==> src/rtl/px_stream_hub.sv <==
// px_stream_hub: mode-selectable pixel crossbar with credit flow control, output FIFO and per-frame pixel counting
module px_stream_hub #(
  parameter int PX_W = 24,
  parameter int FIFO_DEPTH = 4,
  parameter int FRAME_PX = 16
) (
  input  logic                        clk_i,
  input  logic                        nreset_i,
  input  logic [1:0]                  mode_i,
  input  logic [PX_W-1:0]             host_px_i,
  input  logic                        host_rdy_i,
  output logic [PX_W-1:0]             host_px_o,
  output logic                        host_valid_o,
  input  logic                        host_pop_i,
  output logic [PX_W-1:0]             proc_px_o,
  output logic                        proc_rdy_o,
  input  logic [PX_W-1:0]             proc_px_i,
  input  logic                        proc_rdy_i,
  input  logic [PX_W-1:0]             lfsr_px_i,
  input  logic                        lfsr_rdy_i,
  output logic [PX_W-1:0]             cfg_px_o,
  output logic                        cfg_rdy_o,
  input  logic [PX_W-1:0]             cfg_px_i,
  input  logic                        cfg_rdy_i,
  output logic                        busy_o,
  output logic                        drop_o,
  output logic                        frame_done_o,
  output logic [$clog2(FRAME_PX)-1:0] px_count_o
);
  localparam int AW = $clog2(FIFO_DEPTH);
  localparam int CW = $clog2(FIFO_DEPTH + 1);
  localparam int PCW = $clog2(FRAME_PX);
  localparam logic [PCW-1:0] LAST_PX = PCW'(FRAME_PX - 1);
  logic [1:0]      mode_q;
  logic [PX_W-1:0] mem [FIFO_DEPTH];
  logic [AW-1:0]   rd_ptr, wr_ptr;
  logic [CW-1:0]   count, inflight;
  logic [CW:0]     used;
  logic            pending, src_stb, accept, ret, push, pop, to_proc, to_cfg;
  logic [PX_W-1:0] src_px, push_px;
  always_comb begin
    pending = mode_i != mode_q;
    src_stb = mode_q == 2'd1 ? lfsr_rdy_i : host_rdy_i;
    src_px  = mode_q == 2'd1 ? lfsr_px_i : host_px_i;
    used    = {1'b0, count} + {1'b0, inflight};
    // credits cover both queued words and words still inside the pipeline
    accept  = src_stb && !pending && used < (CW+1)'(FIFO_DEPTH);
    to_proc = accept && !mode_q[1];
    to_cfg  = accept && mode_q == 2'd2;
    ret     = inflight != '0 && (mode_q == 2'd2 ? cfg_rdy_i : (mode_q != 2'd3 && proc_rdy_i));
    push    = ret || (accept && mode_q == 2'd3);
    push_px = mode_q == 2'd3 ? src_px : (mode_q == 2'd2 ? cfg_px_i : proc_px_i);
    pop     = host_pop_i && count != '0;
  end
  assign host_valid_o = count != '0;
  assign host_px_o    = host_valid_o ? mem[rd_ptr] : '0;
  assign busy_o       = host_valid_o || inflight != '0 || pending;
  always_ff @(posedge clk_i) begin
    if (!nreset_i) begin
      mode_q       <= '0;
      rd_ptr       <= '0;
      wr_ptr       <= '0;
      count        <= '0;
      inflight     <= '0;
      proc_px_o    <= '0;
      proc_rdy_o   <= 1'b0;
      cfg_px_o     <= '0;
      cfg_rdy_o    <= 1'b0;
      drop_o       <= 1'b0;
      frame_done_o <= 1'b0;
      px_count_o   <= '0;
    end else begin
      proc_rdy_o   <= to_proc;
      cfg_rdy_o    <= to_cfg;
      if (to_proc) proc_px_o <= src_px;
      if (to_cfg) cfg_px_o <= src_px;
      if (src_stb && !accept) drop_o <= 1'b1;
      if (push) begin
        mem[wr_ptr] <= push_px;
        wr_ptr      <= wr_ptr + AW'(1);
      end
      if (pop) rd_ptr <= rd_ptr + AW'(1);
      count        <= count + CW'(push) - CW'(pop);
      inflight     <= inflight + CW'(accept && mode_q != 2'd3) - CW'(ret);
      frame_done_o <= push && px_count_o == LAST_PX;
      if (push) px_count_o <= px_count_o == LAST_PX ? '0 : px_count_o + PCW'(1);
      if (pending && count == '0 && inflight == '0) mode_q <= mode_i;
    end
  end
endmodule
==> config.mk <==
export PLATFORM = sky130hd
export DESIGN_NAME = px_stream_hub
export DESIGN_NICKNAME = d
export VERILOG_FILES = /design/src/rtl/px_stream_hub.sv
export SDC_FILE = /design/constraint.sdc
export NUM_CORES = 1
export LEC_CHECK = 0
export CORE_MARGIN = 3
export CORE_UTILIZATION = 45
export CTS_CLUSTER_SIZE = 24
export DETAILED_ROUTE_END_ITERATION = 6
export GPL_ROUTABILITY_DRIVEN = 0
export PLACE_DENSITY = 0.73
export RECOVER_POWER = 50
export REMOVE_ABC_BUFFERS = 1
export SLEW_MARGIN = 20
export SYNTH_ARGS = -nofsm -noshare
export SYNTH_HDL_FRONTEND = slang
export SYNTH_SLANG_ARGS = --single-unit
export TNS_END_PERCENT = 50
==> constraint.sdc <==
create_clock -name clk_i -period 3.9 [get_ports clk_i]
set_clock_uncertainty 0.05 [all_clocks]
set_input_delay 0.78 -clock clk_i [delete_from_list [all_inputs] [get_ports clk_i]]
set_output_delay 0.78 -clock clk_i [all_outputs]
set_load 0.02 [all_outputs]
== Yosys cells after proc, flatten, opt, wreduce, memory -nomap -nowiden ==
Memories as Yosys holds them, arrays and structs flattened. A register that Yosys moved wholly into a read port is not among the register bits.
Index checks and enable logic that the tools add are counted.

* Flip-flop bits (word level): 68
* Memory bits (writable): 96
* Input port bits: 105
* Memories: 1

* Add/sub/neg operators: 8
* $lt $le $gt $ge: 1
* Eq/ne operators: 6
* Multiplexer cells: 12
* Reduce and logical (&&, ||, !) cells: 23

{| class="wikitable"
|+ Memory list
! name !! words !! width !! rd ports !! clocked after Yosys merged registers in !! write ports !! RTL line !! source
|-
| mem || 4 || 24 || 1 || 1 || 1 || 35 || <nowiki>logic [PX_W-1:0] mem [FIFO_DEPTH];</nowiki>
|}

{| class="wikitable"
|+ Operators by type and width
! operator !! number
|-
| 24-bit 2-to-1 mux || 4
|-
| 1-bit logical AND || 13
|-
| 3-bit by 1-bit adder with 3-bit output || 2
|-
| 3-bit logical NOT || 2
|-
| 3-bit nonzero test || 2
|-
| 3-bit by 1-bit subtractor with 3-bit output || 2
|-
| 1-bit 2-to-1 mux || 5
|-
| 2-bit by 1-bit adder with 2-bit output (second input constant) || 2
|-
| 3-bit by 3-bit adder with 4-bit output || 1
|-
| 4-bit by 1-bit adder with 4-bit output (second input constant) || 1
|-
| 2-bit equality test (second input constant) || 2
|-
| 4-bit equality test (second input constant) || 1
|-
| 4-bit by 3-bit < comparator with 1-bit output (second input constant) || 1
|-
| 2-bit 2-to-1 mux || 2
|-
| 4-bit 2-to-1 mux || 1
|-
| 1-bit logical NOT || 3
|-
| 1-bit logical OR || 3
|-
| 2-bit by 1-bit equality test with 1-bit output (second input constant) || 1
|-
| 2-bit != test || 1
|-
| 2-bit != test (second input constant) || 1
|}

== Depth between registers and ports, before layout ==
* Word-level depth: 9
* Depth in mapped cells: 14

== Worst setup path before layout ==
Ideal clock, no wire load.

* Kind: input port to flip-flop
* Start: input mode_i[1]
* End: register count[2]
* Setup time: 0.115 ns
* Arrival: 2.967 ns
* Data required time: 3.735 ns
* Slack: 0.768 ns
* Stages on the path: 12
* Path buffers: 0
* Cell sequence: nor4_4 > o2bb2a_4 > o31ai_2 > inv_2 > ha_1 > inv_1 > ha_1 > inv_1 > fa_1 > xnor2_1 > xnor2_1 > and2_1

* Cells in the longest elaborated chain, start to end: 8

{| class="wikitable"
|+ RTL lines
! item !! RTL line !! source
|-
| start: declaration || 9 || <nowiki>input logic [1:0] mode_i,</nowiki>
|-
| 2-bit != test || 42 || <nowiki>pending = mode_i != mode_q;</nowiki>
|-
| 1-bit logical NOT || 47 || <nowiki>accept = src_stb && !pending && used < (CW+1)'(FIFO_DEPTH);</nowiki>
|-
| 1-bit logical AND (2 in series) || 47 ||
|-
| 1-bit logical AND || 51 || <nowiki>push = ret || (accept && mode_q == 2'd3);</nowiki>
|-
| 1-bit logical OR || 51 ||
|-
| 3-bit by 1-bit adder with 3-bit output || 83 || <nowiki>count <= count + CW'(push) - CW'(pop);</nowiki>
|-
| 3-bit by 1-bit subtractor with 3-bit output || 83 ||
|-
| end signal: assignment || 83 ||
|-
| end: declaration || 37 || <nowiki>logic [CW-1:0] count, inflight;</nowiki>
|}

No other way between the ends.
A chain may end at the register's enable or synchronous reset.

== Final worst setup path ==
Same ends and word-level chain as after synthesis.

==> results.toml <==
[floorplanning]
dieHeight_um = 137
rows = 47
die_area_mm2 = 0.0186
core_mm2 = 0.0166
die_w_um = 137
io_pins = 187
start_util = 0.461

[pwr]
swShare = 0.339
p_sw_mw = 2.23
power_frac_clock = 0.273
p_per_area_mw_per_mm2 = 636
combPwrFrac = 0.378
p_int_mw = 4.35
leakagePower_nw = 3.77
power_frac_seq = 0.349
ir_drop_mv = 0.577

[layout]
finish.instance_area_mm2 = 0.0103
antenna_cells = 0
seqCellArea_mm2 = 0.00429
final_core_util = 0.622
multi_input_area_mm2 = 0.00311
syn_to_final_growth_pct = 35.0
fin_nets = 908
drive_gt1_frac = 0.132
fillCellCount = 1269

[route]
routed_via_density = 5.48
drtAntennaViolNets = 0
drt_iter0_markers = 257
wl_per_cell_um = 19.7
vias = 5601
drt_first_pass_iters = 5
route.detailed.drc = 0
wirelength_um = 20200

[synth]
synth_warnings = 0
ys.flop_type = "edfxtp_1"
yosysUniqueCellTypes = 44
synth.cell_area_mm2 = 0.00766
synth_top_cell_area_share = 0.376
synth_top_area_cell = "edfxtp_1"
yosysSeqAreaShare = 0.559
ys_ff_latch = 166
synth_area_per_cell_um2 = 12.4
synth_area_leaders = "edfxtp_1 38%, dfxtp_1 18%, mux2i_1 7.1%"
async_flop_share = 0
synth-edff-count = 96
syn_inst = 617

[setup_path]
cp_max_fo = 5
worstPathBufferInverterCount = 4
start_kind = "input port"
worst-setup-path-type = "in2reg"
arrival_ps = 3800
slowest_stage = "dlygate4sd3_1"
cpPeakStageDelay_ps = 640
crit_required_ps = 4140
cp_top_family = "buffers and inverters"
crit_chain = "dlygate4sd3_1, nor4_4, o2bb2a_4, o31ai_1, inv_2, ha_1, inv_1, ha_1, inv_1, fa_1, xnor2_1, xnor2_1, and2_1"
cp-end-kind = "register"

[sta]
tns_ps = 0
finalCritPeriodShare = 0.911
max_freq_ghz = 0.281
final-hold-violation-count = 0
worstMarginPinSlew_ps = 2650
setup_viol = 0
slew_headroom = -0.767
setup_ws_ps = 347
period_minus_slack_ps = 3550
drv_slew = 73
rsz0062_at_grt = "false"
hold-worst-slack_ps = 407

[flow_run]
maxCapViolations = 1

[clocking]
clockRootBuffer = "clkbuf_16"
ctsResizeCount = 0
clock-sinks = 166
postCtsSetupBuffers = 0
htree_levels = 4
cts_tree = "done"
numCtsBuffers = 17
holdBufCountCts = 0
clk_path_buf_depth = 2
clock_latency_ps = 420
clk_pin_slew_ps = 60

[placement]
placed_area_mm2 = 0.00975
port_buffers = 186
dp_hpwl_um = 14000
dp_slack_ps = 119

[grt]
grt_max_degree = 73
grt_pass1_vias = 5798
antenna_found_initial = 0
gr-total-overflow = 0
grt_pass1_wl_um = 31200
grt.total_usage = 0.219

[status]
failed_checks = "max-capacitance violations, max-slew violations"
outcome = "finished, violations left"

[worst_hold_path]
min_path_type = "reg2reg"
## metrics by stage
step	std cells	total power, mW
after floorplan	566	3.76
after global placement	991	4.79
after detailed placement	991	4.87
after CTS	1023	6.67
after global routing	1023	6.90
final	1023	6.58
## synth_stat cells (24+ instances only)
cell type,number
a21oi_1,26
a31oi_1,25
and2_1,34
clkbuf_1,35
dfxtp_1,70
edfxtp_1,96
mux2_2,24
mux2i_1,54
mux4_2,24
nand2_1,63
nor2_1,26
nor3b_1,25
nor4_1,24
## area by class of cell
class	count	share of cell area
Clock buffer	17	0.0411
Multi-Input combinational cell	390	0.300
Tap cell	220	0.0266
Sequential cell	166	0.414
Clock inverter	15	0.0203
Inverter	10	0.00363
Timing Repair Buffer	205	0.194
## state kept, by name (all words and copies together) (netlist names), named ones only
register,count
count,3
mode_q,2
inflight,3
frame_done_o,1
proc_rdy_o,1
wr_ptr,2
drop_o,1
cfg_px_o,24
px_count_o,4
rd_ptr,2
proc_px_o,24
mem,96
cfg_rdy_o,1
## logic make-up after synthesis
group / after synthesis / synth area share
flip-flops: 166 / 0.559
AND/OR/NAND/NOR: 203 / 0.142
multiplexers: 102 / 0.176
XOR/XNOR: 8 / 0.00914
adder cells (fa/ha/maj): 13 / 0.0232
buffers and inverters: 61 / 0.0351
AO/OA/AOI/OAI: 64 / 0.0557
## path summary, 6_finish.rpt
kind	startpoint	end	slack, ps	cells past startpoint
hold reg to reg	proc_px_o[20]	proc_px_o[20]	410	2
setup reg to reg	mode_q[0]	count[2]	530	13
setup / recovery	mode_i[1]	count[2]	350	13
hold / removal	proc_px_o[20]	proc_px_o[20]	410	2
## layer usage
layer / share of wire / up-vias / wire (um) / global-route usage
li1: - / 2624 / - / -
met1: 0.43 / 2763 / 8690 / 0.288
met2: 0.49 / 189 / 9980 / 0.363
met3: 0.058 / 25 / 1180 / 0.0467
met4: 0.017 / 0 / 334 / 0.0705
met5: 0 / - / 0 / 0
## cell usage in the layout (no fill, tap or decap), drive strengths merged, types with 26 or more instances in the layout
| cell type | count |
|---|---|
| nor2 | 26 |
| dfxtp | 70 |
| nand2 | 63 |
| edfxtp | 96 |
| and2 | 34 |
| a21oi | 26 |
| mux2i | 54 |
| dlygate4sd3 | 59 |
| clkdlybuf4s50 | 126 |
## power by group through the flow
stage / registers, mW / logic, mW / clock network [mW]
floorplan: 2.44 / 1.32 / 0
global placement: 2.32 / 2.47 / 0
detailed placement: 2.34 / 2.53 / 0
CTS: 2.30 / 2.55 / 1.82
global route: 2.32 / 2.68 / 1.90
finish: 2.29 / 2.49 / 1.80
## worst min-delay path, cell delays in order, from the launching register on
cell     delay (ps)
dfxtp_1         300
nand2_1          50
mux2i_1          60
Power figures use the tool's default switching activity.
